### src/rtl/mul_pkg.sv
`default_nettype none
// ============================================================================
//  Module      : mul_pkg
//  Description : Shared types and constants for the pipelined multiplier and
//                its result queue. MUL_LATENCY is the single source of truth
//                for the multiplier depth, so the multiplier and the queue
//                that tracks it cannot disagree.
//  Revision    : 1.0  initial release
// ============================================================================
package mul_pkg;

    localparam int MUL_LATENCY   = 3;
    localparam int MUL_DATA_SIZE = 32;
    localparam int MUL_TAG_W     = 3;

    // Sideband carried alongside an op while it is inside the multiplier
    typedef struct packed {
        logic [MUL_TAG_W-1:0] tag;
        logic                 hi;
    } mul_side_t;

    // Result as stored in the writeback queue
    typedef struct packed {
        logic [MUL_TAG_W-1:0]     tag;
        logic [MUL_DATA_SIZE-1:0] data;
    } mul_entry_t;

endpackage
`default_nettype wire

### src/rtl/mul_result_queue_if.sv
`default_nettype none
// ============================================================================
//  Module      : mul_result_queue_if
//  Description : Bundle of issue, multiplier-return and writeback signals for
//                mul_result_queue.
//                master : issue stage / multiplier / writeback arbiter side
//                slave  : the result queue itself
//  Revision    : 1.0  initial release
// ============================================================================
interface mul_result_queue_if #(
    parameter int DATA_SIZE = 32,
    parameter int TAG_W     = 3
);
    logic                   flush;
    logic                   issue_valid;
    logic [TAG_W-1:0]       issue_tag;
    logic                   issue_hi;
    logic                   issue_ready;
    logic                   mul_ready;
    logic [2*DATA_SIZE-1:0] mul_result;
    logic                   wb_valid;
    logic                   wb_ready;
    logic [TAG_W-1:0]       wb_tag;
    logic [DATA_SIZE-1:0]   wb_data;
    logic                   err;

    modport master (
        output flush, issue_valid, issue_tag, issue_hi,
        output mul_ready, mul_result, wb_ready,
        input  issue_ready, wb_valid, wb_tag, wb_data, err
    );

    modport slave (
        input  flush, issue_valid, issue_tag, issue_hi,
        input  mul_ready, mul_result, wb_ready,
        output issue_ready, wb_valid, wb_tag, wb_data, err
    );
endinterface
`default_nettype wire

### src/rtl/mul_result_fifo.sv
`default_nettype none
// ============================================================================
//  Module      : mul_result_fifo
//  Description : Small circular FIFO holding multiply results until the
//                writeback arbiter takes them. Head entry comes straight from
//                registered storage.
//  Ports       : clk, rst_n      clock, async active-low reset
//                i_flush         drop all entries, reset pointers
//                i_push/i_push_data  write one entry
//                i_pop           remove head entry (ignored when empty)
//                o_head          head entry
//                o_count         occupancy 0..DEPTH
//  Revision    : 1.0  initial release
// ============================================================================
module mul_result_fifo
    import mul_pkg::*;
#(
    parameter int  DEPTH   = 4,
    parameter type T_ENTRY = mul_entry_t,
    localparam int CNT_W   = $clog2(DEPTH + 1)
) (
    input  wire logic       clk,
    input  wire logic       rst_n,
    input  wire logic       i_flush,
    input  wire logic       i_push,
    input  wire T_ENTRY     i_push_data,
    input  wire logic       i_pop,
    output T_ENTRY          o_head,
    output logic [CNT_W-1:0] o_count
);
    localparam int PTR_W = $clog2(DEPTH);

    T_ENTRY             r_mem [DEPTH];
    logic [PTR_W-1:0]   r_wptr;
    logic [PTR_W-1:0]   r_rptr;
    logic [CNT_W-1:0]   r_count;
    logic               w_do_push;
    logic               w_do_pop;

    assign w_do_pop  = i_pop && (r_count != '0);
    // A full FIFO can still accept when the head leaves in the same cycle
    assign w_do_push = i_push && ((r_count != CNT_W'(DEPTH)) || w_do_pop);

    always_ff @(posedge clk or negedge rst_n) begin
        if (!rst_n) begin
            r_wptr  <= '0;
            r_rptr  <= '0;
            r_count <= '0;
        end else if (i_flush) begin
            r_wptr  <= '0;
            r_rptr  <= '0;
            r_count <= '0;
        end else begin
            if (w_do_push) r_wptr <= r_wptr + PTR_W'(1);
            if (w_do_pop)  r_rptr <= r_rptr + PTR_W'(1);
            case ({w_do_push, w_do_pop})
                2'b10:   r_count <= r_count + CNT_W'(1);
                2'b01:   r_count <= r_count - CNT_W'(1);
                default: r_count <= r_count;
            endcase
        end
    end

    // Storage is cleared on reset so the head reads zero out of reset
    always_ff @(posedge clk or negedge rst_n) begin
        if (!rst_n) begin
            for (int i = 0; i < DEPTH; i++) r_mem[i] <= '0;
        end else if (w_do_push && !i_flush) begin
            r_mem[r_wptr] <= i_push_data;
        end
    end

    assign o_head  = r_mem[r_rptr];
    assign o_count = r_count;

endmodule
`default_nettype wire

### src/rtl/mul_result_queue.sv
`default_nettype none
// ============================================================================
//  Module      : mul_result_queue
//  Description : Tracks sideband (tag, hi/lo) of ops issued to the fixed-
//                latency multiplier, captures the selected product word when
//                the op emerges, buffers it for writeback, and hands the
//                issue stage credit-based back-pressure.
//  Ports       : clk, rst_n   clock, async active-low reset
//                q_if.slave   flush, issue_valid/tag/hi, issue_ready,
//                             mul_ready, mul_result, wb_valid/ready/tag/data,
//                             err (sticky protocol error)
//  Revision    : 1.0  initial release
// ============================================================================
module mul_result_queue
    import mul_pkg::*;
#(
    parameter int DATA_SIZE = MUL_DATA_SIZE,
    parameter int TAG_W     = MUL_TAG_W,
    parameter int LATENCY   = MUL_LATENCY,
    parameter int DEPTH     = 4
) (
    input  wire logic clk,
    input  wire logic rst_n,
    mul_result_queue_if.slave q_if
);
    localparam int CNT_W = $clog2(DEPTH + 1);
    localparam int SUM_W = $clog2(LATENCY + DEPTH + 1);

    typedef struct packed {
        logic [TAG_W-1:0] tag;
        logic             hi;
    } side_t;

    typedef struct packed {
        logic [TAG_W-1:0]     tag;
        logic [DATA_SIZE-1:0] data;
    } entry_t;

    logic [LATENCY-1:0] r_pipe_vld;
    side_t              r_pipe_side [LATENCY];
    logic               r_err;

    side_t              w_last;
    entry_t             w_cap_entry;
    entry_t             w_head;
    logic [CNT_W-1:0]   w_count;
    logic [SUM_W-1:0]   w_credit_used;
    logic               w_issue_ready;
    logic               w_issue_ok;
    logic               w_cap;
    logic               w_pop;

    // Credits in use = ops inside the multiplier + results waiting. Built
    // from registers only, so a pop frees a credit one cycle later.
    always_comb begin
        w_credit_used = SUM_W'(w_count);
        for (int i = 0; i < LATENCY; i++) begin
            w_credit_used = w_credit_used + SUM_W'(r_pipe_vld[i]);
        end
    end

    assign w_issue_ready = (w_credit_used < SUM_W'(DEPTH));
    assign w_issue_ok    = q_if.issue_valid && w_issue_ready && !q_if.flush;
    assign w_last        = r_pipe_side[LATENCY-1];
    assign w_cap         = r_pipe_vld[LATENCY-1] && !q_if.flush;
    assign w_pop         = (w_count != '0) && q_if.wb_ready && !q_if.flush;

    assign w_cap_entry.tag  = w_last.tag;
    assign w_cap_entry.data = w_last.hi ? q_if.mul_result[2*DATA_SIZE-1:DATA_SIZE]
                                        : q_if.mul_result[DATA_SIZE-1:0];

    // Sideband pipe mirrors the multiplier: shifts every cycle, never stalls
    always_ff @(posedge clk or negedge rst_n) begin
        if (!rst_n) begin
            r_pipe_vld <= '0;
            for (int i = 0; i < LATENCY; i++) r_pipe_side[i] <= '0;
        end else begin
            r_pipe_vld[0]     <= w_issue_ok;
            r_pipe_side[0]    <= '{tag: q_if.issue_tag, hi: q_if.issue_hi};
            for (int i = 1; i < LATENCY; i++) begin
                r_pipe_vld[i]  <= r_pipe_vld[i-1];
                r_pipe_side[i] <= r_pipe_side[i-1];
            end
            if (q_if.flush) r_pipe_vld <= '0;
        end
    end

    // Sticky: missing multiplier result, or issue without credit
    always_ff @(posedge clk or negedge rst_n) begin
        if (!rst_n) begin
            r_err <= 1'b0;
        end else if (!q_if.flush &&
                     ((r_pipe_vld[LATENCY-1] && !q_if.mul_ready) ||
                      (q_if.issue_valid && !w_issue_ready))) begin
            r_err <= 1'b1;
        end
    end

    mul_result_fifo #(
        .DEPTH   (DEPTH),
        .T_ENTRY (entry_t)
    ) u_fifo (
        .clk         (clk),
        .rst_n       (rst_n),
        .i_flush     (q_if.flush),
        .i_push      (w_cap),
        .i_push_data (w_cap_entry),
        .i_pop       (w_pop),
        .o_head      (w_head),
        .o_count     (w_count)
    );

    assign q_if.issue_ready = w_issue_ready;
    assign q_if.wb_valid    = (w_count != '0);
    assign q_if.wb_tag      = w_head.tag;
    assign q_if.wb_data     = w_head.data;
    assign q_if.err         = r_err;

endmodule
`default_nettype wire
### src/flat_wrapper.sv
// flat-port wrapper written by rule: the top's interface ports become plain ports
module mul_result_queue_flat import mul_pkg::*;
#(
    parameter int DATA_SIZE = MUL_DATA_SIZE,
    parameter int TAG_W     = MUL_TAG_W,
    parameter int LATENCY   = MUL_LATENCY,
    parameter int DEPTH     = 4
)
  (clk, rst_n, q_if_flush, q_if_issue_valid, q_if_issue_tag, q_if_issue_hi, q_if_mul_ready, q_if_mul_result, q_if_wb_ready, q_if_issue_ready, q_if_wb_valid, q_if_wb_tag, q_if_wb_data, q_if_err);
  mul_result_queue_if #(.DATA_SIZE(DATA_SIZE), .TAG_W(TAG_W)) q_if_i ();
  input  wire logic clk;
  input  wire logic rst_n;
  input wire logic [$bits(q_if_i.flush)-1:0] q_if_flush;
  input wire logic [$bits(q_if_i.issue_valid)-1:0] q_if_issue_valid;
  input wire logic [$bits(q_if_i.issue_tag)-1:0] q_if_issue_tag;
  input wire logic [$bits(q_if_i.issue_hi)-1:0] q_if_issue_hi;
  input wire logic [$bits(q_if_i.mul_ready)-1:0] q_if_mul_ready;
  input wire logic [$bits(q_if_i.mul_result)-1:0] q_if_mul_result;
  input wire logic [$bits(q_if_i.wb_ready)-1:0] q_if_wb_ready;
  output wire logic [$bits(q_if_i.issue_ready)-1:0] q_if_issue_ready;
  output wire logic [$bits(q_if_i.wb_valid)-1:0] q_if_wb_valid;
  output wire logic [$bits(q_if_i.wb_tag)-1:0] q_if_wb_tag;
  output wire logic [$bits(q_if_i.wb_data)-1:0] q_if_wb_data;
  output wire logic [$bits(q_if_i.err)-1:0] q_if_err;
  assign q_if_i.flush = q_if_flush;
  assign q_if_i.issue_valid = q_if_issue_valid;
  assign q_if_i.issue_tag = q_if_issue_tag;
  assign q_if_i.issue_hi = q_if_issue_hi;
  assign q_if_i.mul_ready = q_if_mul_ready;
  assign q_if_i.mul_result = q_if_mul_result;
  assign q_if_i.wb_ready = q_if_wb_ready;
  assign q_if_issue_ready = q_if_i.issue_ready;
  assign q_if_wb_valid = q_if_i.wb_valid;
  assign q_if_wb_tag = q_if_i.wb_tag;
  assign q_if_wb_data = q_if_i.wb_data;
  assign q_if_err = q_if_i.err;
  mul_result_queue #(.DATA_SIZE(DATA_SIZE), .TAG_W(TAG_W), .LATENCY(LATENCY), .DEPTH(DEPTH)) u_core (.clk(clk), .rst_n(rst_n), .q_if(q_if_i));
endmodule
### config.mk
export PLATFORM = sky130hd
export DESIGN_NAME = mul_result_queue_flat
export DESIGN_NICKNAME = d
export VERILOG_FILES = /design/src/rtl/mul_pkg.sv /design/src/rtl/mul_result_queue_if.sv /design/src/rtl/mul_result_fifo.sv /design/src/rtl/mul_result_queue.sv /design/src/flat_wrapper.sv
export SDC_FILE = /design/constraint.sdc
export NUM_CORES = 1
export LEC_CHECK = 0
export CAP_MARGIN = 20
export CORE_MARGIN = 2
export CORE_UTILIZATION = 35
export CTS_CLUSTER_DIAMETER = 120
export DETAILED_ROUTE_END_ITERATION = 12
export GPL_ROUTABILITY_DRIVEN = 1
export GPL_TIMING_DRIVEN = 0
export SYNTH_ARGS = -nofsm -noshare
export SYNTH_HDL_FRONTEND = slang
export SYNTH_HIERARCHICAL = 1
export SYNTH_SLANG_ARGS = --single-unit
export TNS_END_PERCENT = 1
### constraint.sdc
create_clock -name clk -period 2.38 [get_ports clk]
set_input_delay 0.476 -clock clk [delete_from_list [all_inputs] [get_ports clk]]
set_output_delay 0.476 -clock clk [all_outputs]
set_load 0.03 [all_outputs]
==> results.md, run 1 <==
- Status: complete, but fails checks
- Failing checks: negative setup slack
- Post-CTS Hold Fix Bufs: 0
- Average wire per standard cell: just under 20 microns
- Synth top area share: 0.496
- Die width: 157 microns
- Mean Syn Cell Area: about 17 sq um
- Sinks on Clock Net: ~160
- WL final: between 15000 and 20000 microns
- DP Wirelength: around 12000 microns
- Chip Height: 157 microns
- Synthesized area: approximately 8200 sq um
- Worst path arrival time: between 2000 and 3000 ps
- Area of the die: roughly 25000 sq um
- RSZ-0062 raised after global routing: yes
- Final hold slack: around 64 ps
- Setup ws final: -226 ps
- Worst path slowest cell: or4b_4
- Aggregate global routing overflow: 0
- Ports: 112
- PwrDens: ~650 nW/um^2
- Starting density of the core: 0.354
- Tmin final: between 2000 and 3000 ps
- Fin cells: between 900 and 1000
- Latest clock arrival within the worst-skew pair: 430 ps
- Final Hold Vio Count: 0
- WP data required: about 2700 ps
- CTS root buffer: clkbuf_16
- Seq/Total Area, Yosys: 0.496
- Leak: between 5 and 6 nW
- Crit-path cells: or3_4 > and3b_2 > or4b_4 > buf_12 > nand4b_4 > clkbuf_16 > mux2_4
- Post-synthesis xor/xnor area fraction: 0.00213
- Post-synthesis mux area share: 0.389
- H-Tree Depth: 4
- Final period utilization: 1.09
- Adder-cell share of the synthesized area: 0.0125
- # rows: 56
- Worst-path clk slew: roughly 60 ps
- Kind of critical path: flip-flop to flip-flop
- TNS Setup: -23310 ps
- Area Overhead vs Synth: 31.6%
- First-pass DRT Iterations: 4
- Cells after Synth: 475
- Skew final: approximately 14 ps
- Bufs and invs on worst path: 2
- CP max stage delay: around 530 ps
- CTS tree: yes
- Finish-stage setup viols: between 150 and 200
- Post-Synth Simple-Gate Area: 0.0371
- Nets: approximately 710
- Largest net degree at the start of global routing: 90
- Leading post-synthesis cells by cell area: dfrtp_1 (50%), mux2_4 (23%), mux4_2 (9.6%)
- Routed Antenna Nets: 0
- Worst vdd rail ir drop: about 350 uV
- Worst Path Max Fanout: 6
- Synth area leader: dfrtp_1
- Ys Warns: 6
- Share of layout cells above drive strength 1: 0.537
- Fmax: around 380 MHz
- Largest family of logic cells by synthesized area: multiplexers
- Worst-margin pin slew: ~700 ps
- Worst hold path type: input pin to asynchronous set/reset pin
- DP Cell Count: roughly 900
- Antenna cells: 0
- Initial detailed-routing violation count: between 150 and 200
- CTS Buffer Depth: 2
- Worst setup EP type: flip-flop
- Vias per cell: about 4.8
- Port Buf Inserts: 111
- First-pass GRT wire length: 29900 microns
- Vias in the first global route: 5285
- MaxCap Viol Count: 0
- #FFs+latches synth: between 150 and 200
- Total track usage: 0.161
- CP top delay family: simple AND/OR/NAND/NOR gates
- Syn Nets: approximately 560
- Crit path launch type: flip-flop
- DRC violations left: 0
- Global placer's final weighted congestion: 0.752
- Final Max Tran Viols: 0
- CTS Buf Count: 17
- Core region area: between 20000 and 25000 sq um
- Slew margin rel.: 0.525
- Post-place instance area: 9790 sq um
- Synth Area in Compound Gates: 0.0152
- Post-synth cell types: 42
- Vias post-DR: between 4000 and 5000
- Initial antenna violation count: 0
- Final Cell Area: approximately 11000 sq um
[power by group]
group | switching [mW] | internal, mW | leakage, nW
registers | 0.0860 | 2.93 | 2.20
logic | 0.594 | 0.648 | 2.83
clock network | 1.09 | 1.67 | 0.284
total | 1.77 | 5.25 | 5.31
[placed cells by master, fill, tap and decap left out, types with 2 or more instances in the layout]
master	n
a21oi_1	6
and3b_1	2
and3b_2	2
buf_12	20
buf_16	3
buf_4	13
buf_6	10
bufinv_16	3
clkbuf_1	7
clkbuf_16	20
clkbuf_2	7
clkbuf_8	2
clkdlybuf4s15_2	29
clkdlybuf4s50_1	73
clkinv_2	3
dfrtp_1	161
dfrtp_2	2
fa_2	2
ha_1	4
inv_1	6
inv_2	2
mux2_2	41
mux2_4	132
mux4_2	35
nand2_1	2
nand2b_1	5
nand3_1	2
nand4b_4	4
nor2_1	6
nor2b_1	3
o21ai_0	3
xor2_1	2
[metrics by stage]
step / setup WS (ps) / utilization / power (mW)
floorplan: -149 / - / 3.78
global placement: -5440 / 0.420 / 4.31
detailed placement: -726 / 0.421 / 4.35
CTS: -233 / 0.463 / 7.11
global route: -284 / 0.466 / 7.32
finish: -226 / 0.466 / 7.02
[kinds of logic (layout without fill, tap and decap cells)]
family                   after synthesis  after routing
AO/OA/AOI/OAI                         18             18
XOR/XNOR                               2              2
adder cells (fa/ha/maj)                7              7
buffers and inverters                 40            204
flip-flops                           163            163
multiplexers                         208            208
AND/OR/NAND/NOR                       37             37
[what timing repair did]
| action | CTS | global route |
|---|---|---|
| pin swaps | 8 | 4 |
| gates resized for setup | 142 | 18 |
| gates cloned | 2 | 2 |
| endpoints found under the setup margin | 179 | 179 |
| setup buffers | 18 | 1 |
[layer usage]
metal  global-route usage  part of all wire  up-vias
li1                     -                 -     2059
met1                0.207              0.45     2424
met2                0.277              0.51       90
met3               0.0319             0.030       15
met4               0.0455            0.0098        0
met5                    0                 0        -
[cell usage after synthesis]
library cell  number
dfrtp_1          163
mux2_4           124
mux2_2            49
mux4_2            35
buf_12            12
clkbuf_1           8
inv_1              8
nor2_1             7
a21oi_1            6
buf_6              6
buf_2              5
ha_1               5
nand2b_1           5
nand4b_4           4
and3b_1            3
nor2b_1            3
o21ai_0            3
fa_1               2
nand2_1            2
nand3_1            2
xor2_1             2
a2111o_1           1
a2111oi_0          1
a211o_1            1
a31oi_1            1
a32oi_1            1
and2b_1            1
and3b_2            1
buf_1              1
nand4b_1           1
nor3b_1            1
nor4_1             1
nor4b_1            1
o211ai_2           1
o21bai_1           1
o311ai_0           1
o31ai_1            1
or2_0              1
or3_1              1
or3_2              1
or4_1              1
or4b_4             1
[state kept, by name, summed over array words and instances, names as in the netlist]
signal                 flops
u_core/r_pipe_vld          3
u_core/u_fifo/r_mem      140
u_core/r_pipe_side        12
u_core/u_fifo/r_wptr       2
u_core/u_fifo/o_count      3
u_core/u_fifo/r_rptr       2
u_core/q_if.err            1
[worst paths after layout]
check | startpoint | endpoint | slack [ps] | depth (start not counted)
min in group clk | u_core/r_pipe_side[4] | u_core/r_pipe_side[0] | 350 | 0
max in group asynchronous | rst_n | u_core/u_fifo/r_mem[119] | 1450 | 2
worst max-delay path | u_core/u_fifo/o_count[0] | u_core/u_fifo/r_mem[82] | -230 | 7
worst min-delay path | rst_n | u_core/u_fifo/r_mem[135] | 60 | 1
worst max register to register | u_core/u_fifo/o_count[0] | u_core/u_fifo/r_mem[82] | -230 | 7
worst min register to register | u_core/r_pipe_side[4] | u_core/r_pipe_side[0] | 350 | 0
[area by class of cell]
cell class / instances / area (sq um)
fill: 2026 / 12400
sequential: 163 / 4080
multi-input combinational: 272 / 3830
timing repair buffer: 135 / 1460
clock buffer: 22 / 454
buffer: 30 / 452
tap: 319 / 399
clock inverter: 9 / 130
inverter: 8 / 30.0
Note: power is estimated with default switching activity, not from simulation.
==> run 2, diff against run 1 <==
--- a/config.mk
+++ b/config.mk
@@ -12,6 +12,7 @@
 export DETAILED_ROUTE_END_ITERATION = 12
 export GPL_ROUTABILITY_DRIVEN = 1
 export GPL_TIMING_DRIVEN = 0
+export SLEW_MARGIN = 5
 export SYNTH_ARGS = -nofsm -noshare
 export SYNTH_HDL_FRONTEND = slang
 export SYNTH_HIERARCHICAL = 1
==> run 2 against run 1 <==
The run still ends with negative setup slack left; combinational power about the same; sequential power is essentially flat; first-iteration DRC count did not move; die area unchanged; core utilization barely moved; clock skew about the same.
==> results.md, run 2 (synthesis gave the netlist of run 1 again) <==
- Antenna cells: 0 (unchanged)
- Max reg flops: 140 (unchanged)
- DP Cell Count: 906 (unchanged)
- Sinks on Clock Net: 163 (unchanged)
- Final Max Tran Viols: 0 (unchanged)
- Initial antenna violation count: 0 (unchanged)
- Ports: 112 (unchanged)
- Area of the die: 24800 sq um (unchanged)
- Part of the power in registers: 0.429 (about the same)
- Final Hold Vio Count: 0 (unchanged)
- Port Buf Inserts: 111 (unchanged)
- # rows: 56 (unchanged)
- First-pass DRT Iterations: 4 (unchanged)
- Top reg by flops: u_core/u_fifo/r_mem
- Chip Height: 157 microns (unchanged)
- Area Overhead vs Synth: 31.7% (about the same)
- Die width: 157 microns (unchanged)
- Final period utilization: 1.10 (about the same)
- CP max stage delay: 530 ps (about the same)
- CP top delay family: simple AND/OR/NAND/NOR gates
- Sw frac: 0.252 (about the same)
- First-pass GRT wire length: 29900 microns (about the same)
- H-Tree Depth: 4 (unchanged)
- Vias in the first global route: 5288 (+0.057%)
- Largest net degree at the start of global routing: 90 (unchanged)
- DRC violations left: 0 (unchanged)
- RSZ-0062 raised after global routing: yes
- Worst setup EP type: flip-flop
- Largest registers: u_core/u_fifo/r_mem: 140 flops, u_core/r_pipe_side: 12 flops
- Status: complete, but fails checks
- Nets: 708 (unchanged)
- Most frequent cells in the layout: dfrtp_1 (161), mux2_4 (132), clkdlybuf4s50_1 (73), mux2_2 (41), mux4_2 (35)
- Skew final: 14.0 ps (+0.000100 ps)
- Worst vdd rail ir drop: 349 uV (about the same)
- MaxCap Viol Count: 0 (unchanged)
- Core region area: 23300 sq um (unchanged)
- Routed Antenna Nets: 0 (unchanged)
- Worst-path clk slew: 60 ps (about the same)
- Post-CTS Hold Fix Bufs: 0 (unchanged)
- Worst Path Max Fanout: 6 (unchanged)
- Starting density of the core: 0.354 (unchanged)
- Worst-margin pin slew: 585 ps (-128 ps)
- CTS Buffer Depth: 2 (unchanged)
- Fin cells: 958 (unchanged)
- Share of layout cells above drive strength 1: 0.537 (unchanged)
- Worst path arrival time: 2910 ps (about the same)
- Switch Pwr: 1.77 mW (about the same)
- Failing checks: negative setup slack
- Finish-stage setup viols: 169 (unchanged)
- Setup ws final: -226 ps (-0.0460 ps)
- Crit-path cells: or3_4 > and3b_2 > or4b_4 > buf_12 > nand4b_4 > clkbuf_16 > mux2_4
- Setup Slack @ Placement: -726 ps (unchanged)
- DP Wirelength: 12400 microns (about the same)
- Leak: 5.31 nW (about the same)
- CTS Buf Count: 17 (unchanged)
- Gate power share: 0.177 (about the same)
- CTS tree: yes
- Fmax: 384 MHz (about the same)
- Total track usage: 0.161 (about the same)
- Kind of critical path: flip-flop to flip-flop
- Latest clock arrival within the worst-skew pair: 430 ps (about the same)
- Initial detailed-routing violation count: 185 (unchanged)
- Worst setup path startpoint: u_core/u_fifo/o_count[0]
- Clock Power Share: 0.394 (about the same)
- CTS root buffer: clkbuf_16
- Tmin final: 2610 ps (+0.0460 ps)
- Vias per cell: 4.79 (about the same)
- Worst hold path type: input pin to asynchronous set/reset pin
- Slew margin rel.: 0.610 (+0.0853)
- Crit path launch type: flip-flop
- Global placer's final weighted congestion: 0.752 (unchanged)
- WL final: 18900 microns (about the same)
- Power Internal: 5.25 mW (about the same)
- Most common cell after layout, fill and taps aside: dfrtp_1
- Bufs and invs on worst path: 2 (unchanged)
- Vias post-DR: 4591 (+0.065%)
- Aggregate global routing overflow: 0 (unchanged)
- Average wire per standard cell: 19.7 microns (about the same)
- WP data required: 2690 ps (about the same)
- Worst path slowest cell: or4b_4
- RR Startpoint: u_core/u_fifo/o_count[0]
- Number of fillers in the final layout: 2026 (unchanged)
- PwrDens: 648 nW/um^2 (about the same)
[run 2: changes by cell type in the layout (fill, tap and decap cells not counted)]
cell,delta
buf_6,-1
buf_8,+1
[run 2: power by group through the flow]
| stage | logic, mW | registers (mW) | clock network, mW |
|---|---|---|---|
| floorplan | 0.749 | 3.04 | 0 |
| global placement | 1.26 | 3.05 | 0 |
| detailed placement | 1.29 | 3.06 | 0 |
| CTS | 1.26 | 3.01 | 2.83 |
| global route | 1.32 | 3.03 | 2.97 |
| finish | 1.24 | 3.01 | 2.76 |
[run 2: through the flow]
step	power, mW	util	instance area, sq um	hold slack, ps	TNS (ps)
2_1_floorplan	3.78	-	8250	180	-18850
3_3_place_gp	4.31	0.420	9760	333	-974120
3_5_place_dp	4.35	0.421	9790	336	-89030
4_1_cts	7.11	0.463	10800	24.7	-29600
5_1_grt	7.32	0.466	10800	36.2	-32810
6_report	7.02	0.466	10800	5.36	-23310
[run 2: cell type report]
| cell class | instances | area [sq um] | share of cell area |
|---|---|---|---|
| tap | 319 | 399 | 0.0368 |
| timing repair buffer | 135 | 1460 | 0.135 |
| sequential | 163 | 4080 | 0.377 |
| clock inverter | 9 | 130 | 0.0120 |
| multi-input combinational | 272 | 3830 | 0.353 |
| inverter | 8 | 30.0 | 0.00277 |
| buffer | 30 | 452 | 0.0417 |
| clock buffer | 22 | 454 | 0.0419 |
[run 2: path summary, 6_finish.rpt]
kind | endpoint | slack [ps] | cells past startpoint
max | u_core/u_fifo/r_mem[82] | -230 | 7
min reg2reg | u_core/r_pipe_side[0] | 350 | 0
max in group asynchronous | u_core/u_fifo/r_mem[119] | 1550 | 2
min | u_core/u_fifo/r_mem[135] | 5 | 1
min in group clk | u_core/r_pipe_side[0] | 350 | 0
max reg2reg | u_core/u_fifo/r_mem[82] | -230 | 7
[run 2: repair_timing]
item                                    4_1_cts  5_1_grt
gates cloned                                  2        2
setup buffers                                18        1
hold endpoints to repair                      0        0
endpoints found under the setup margin      179      179
pin swaps                                     8        4
resized for setup                           142       18
[run 2: layer usage]
| metal | GRT usage | up-vias | wire length (microns) |
|---|---|---|---|
| li1 | - | 2059 | - |
| met1 | 0.207 | 2427 | 8480 |
| met2 | 0.277 | 90 | 9620 |
| met3 | 0.0322 | 15 | 576 |
| met4 | 0.0455 | 0 | 184 |
| met5 | 0 | - | 0 |
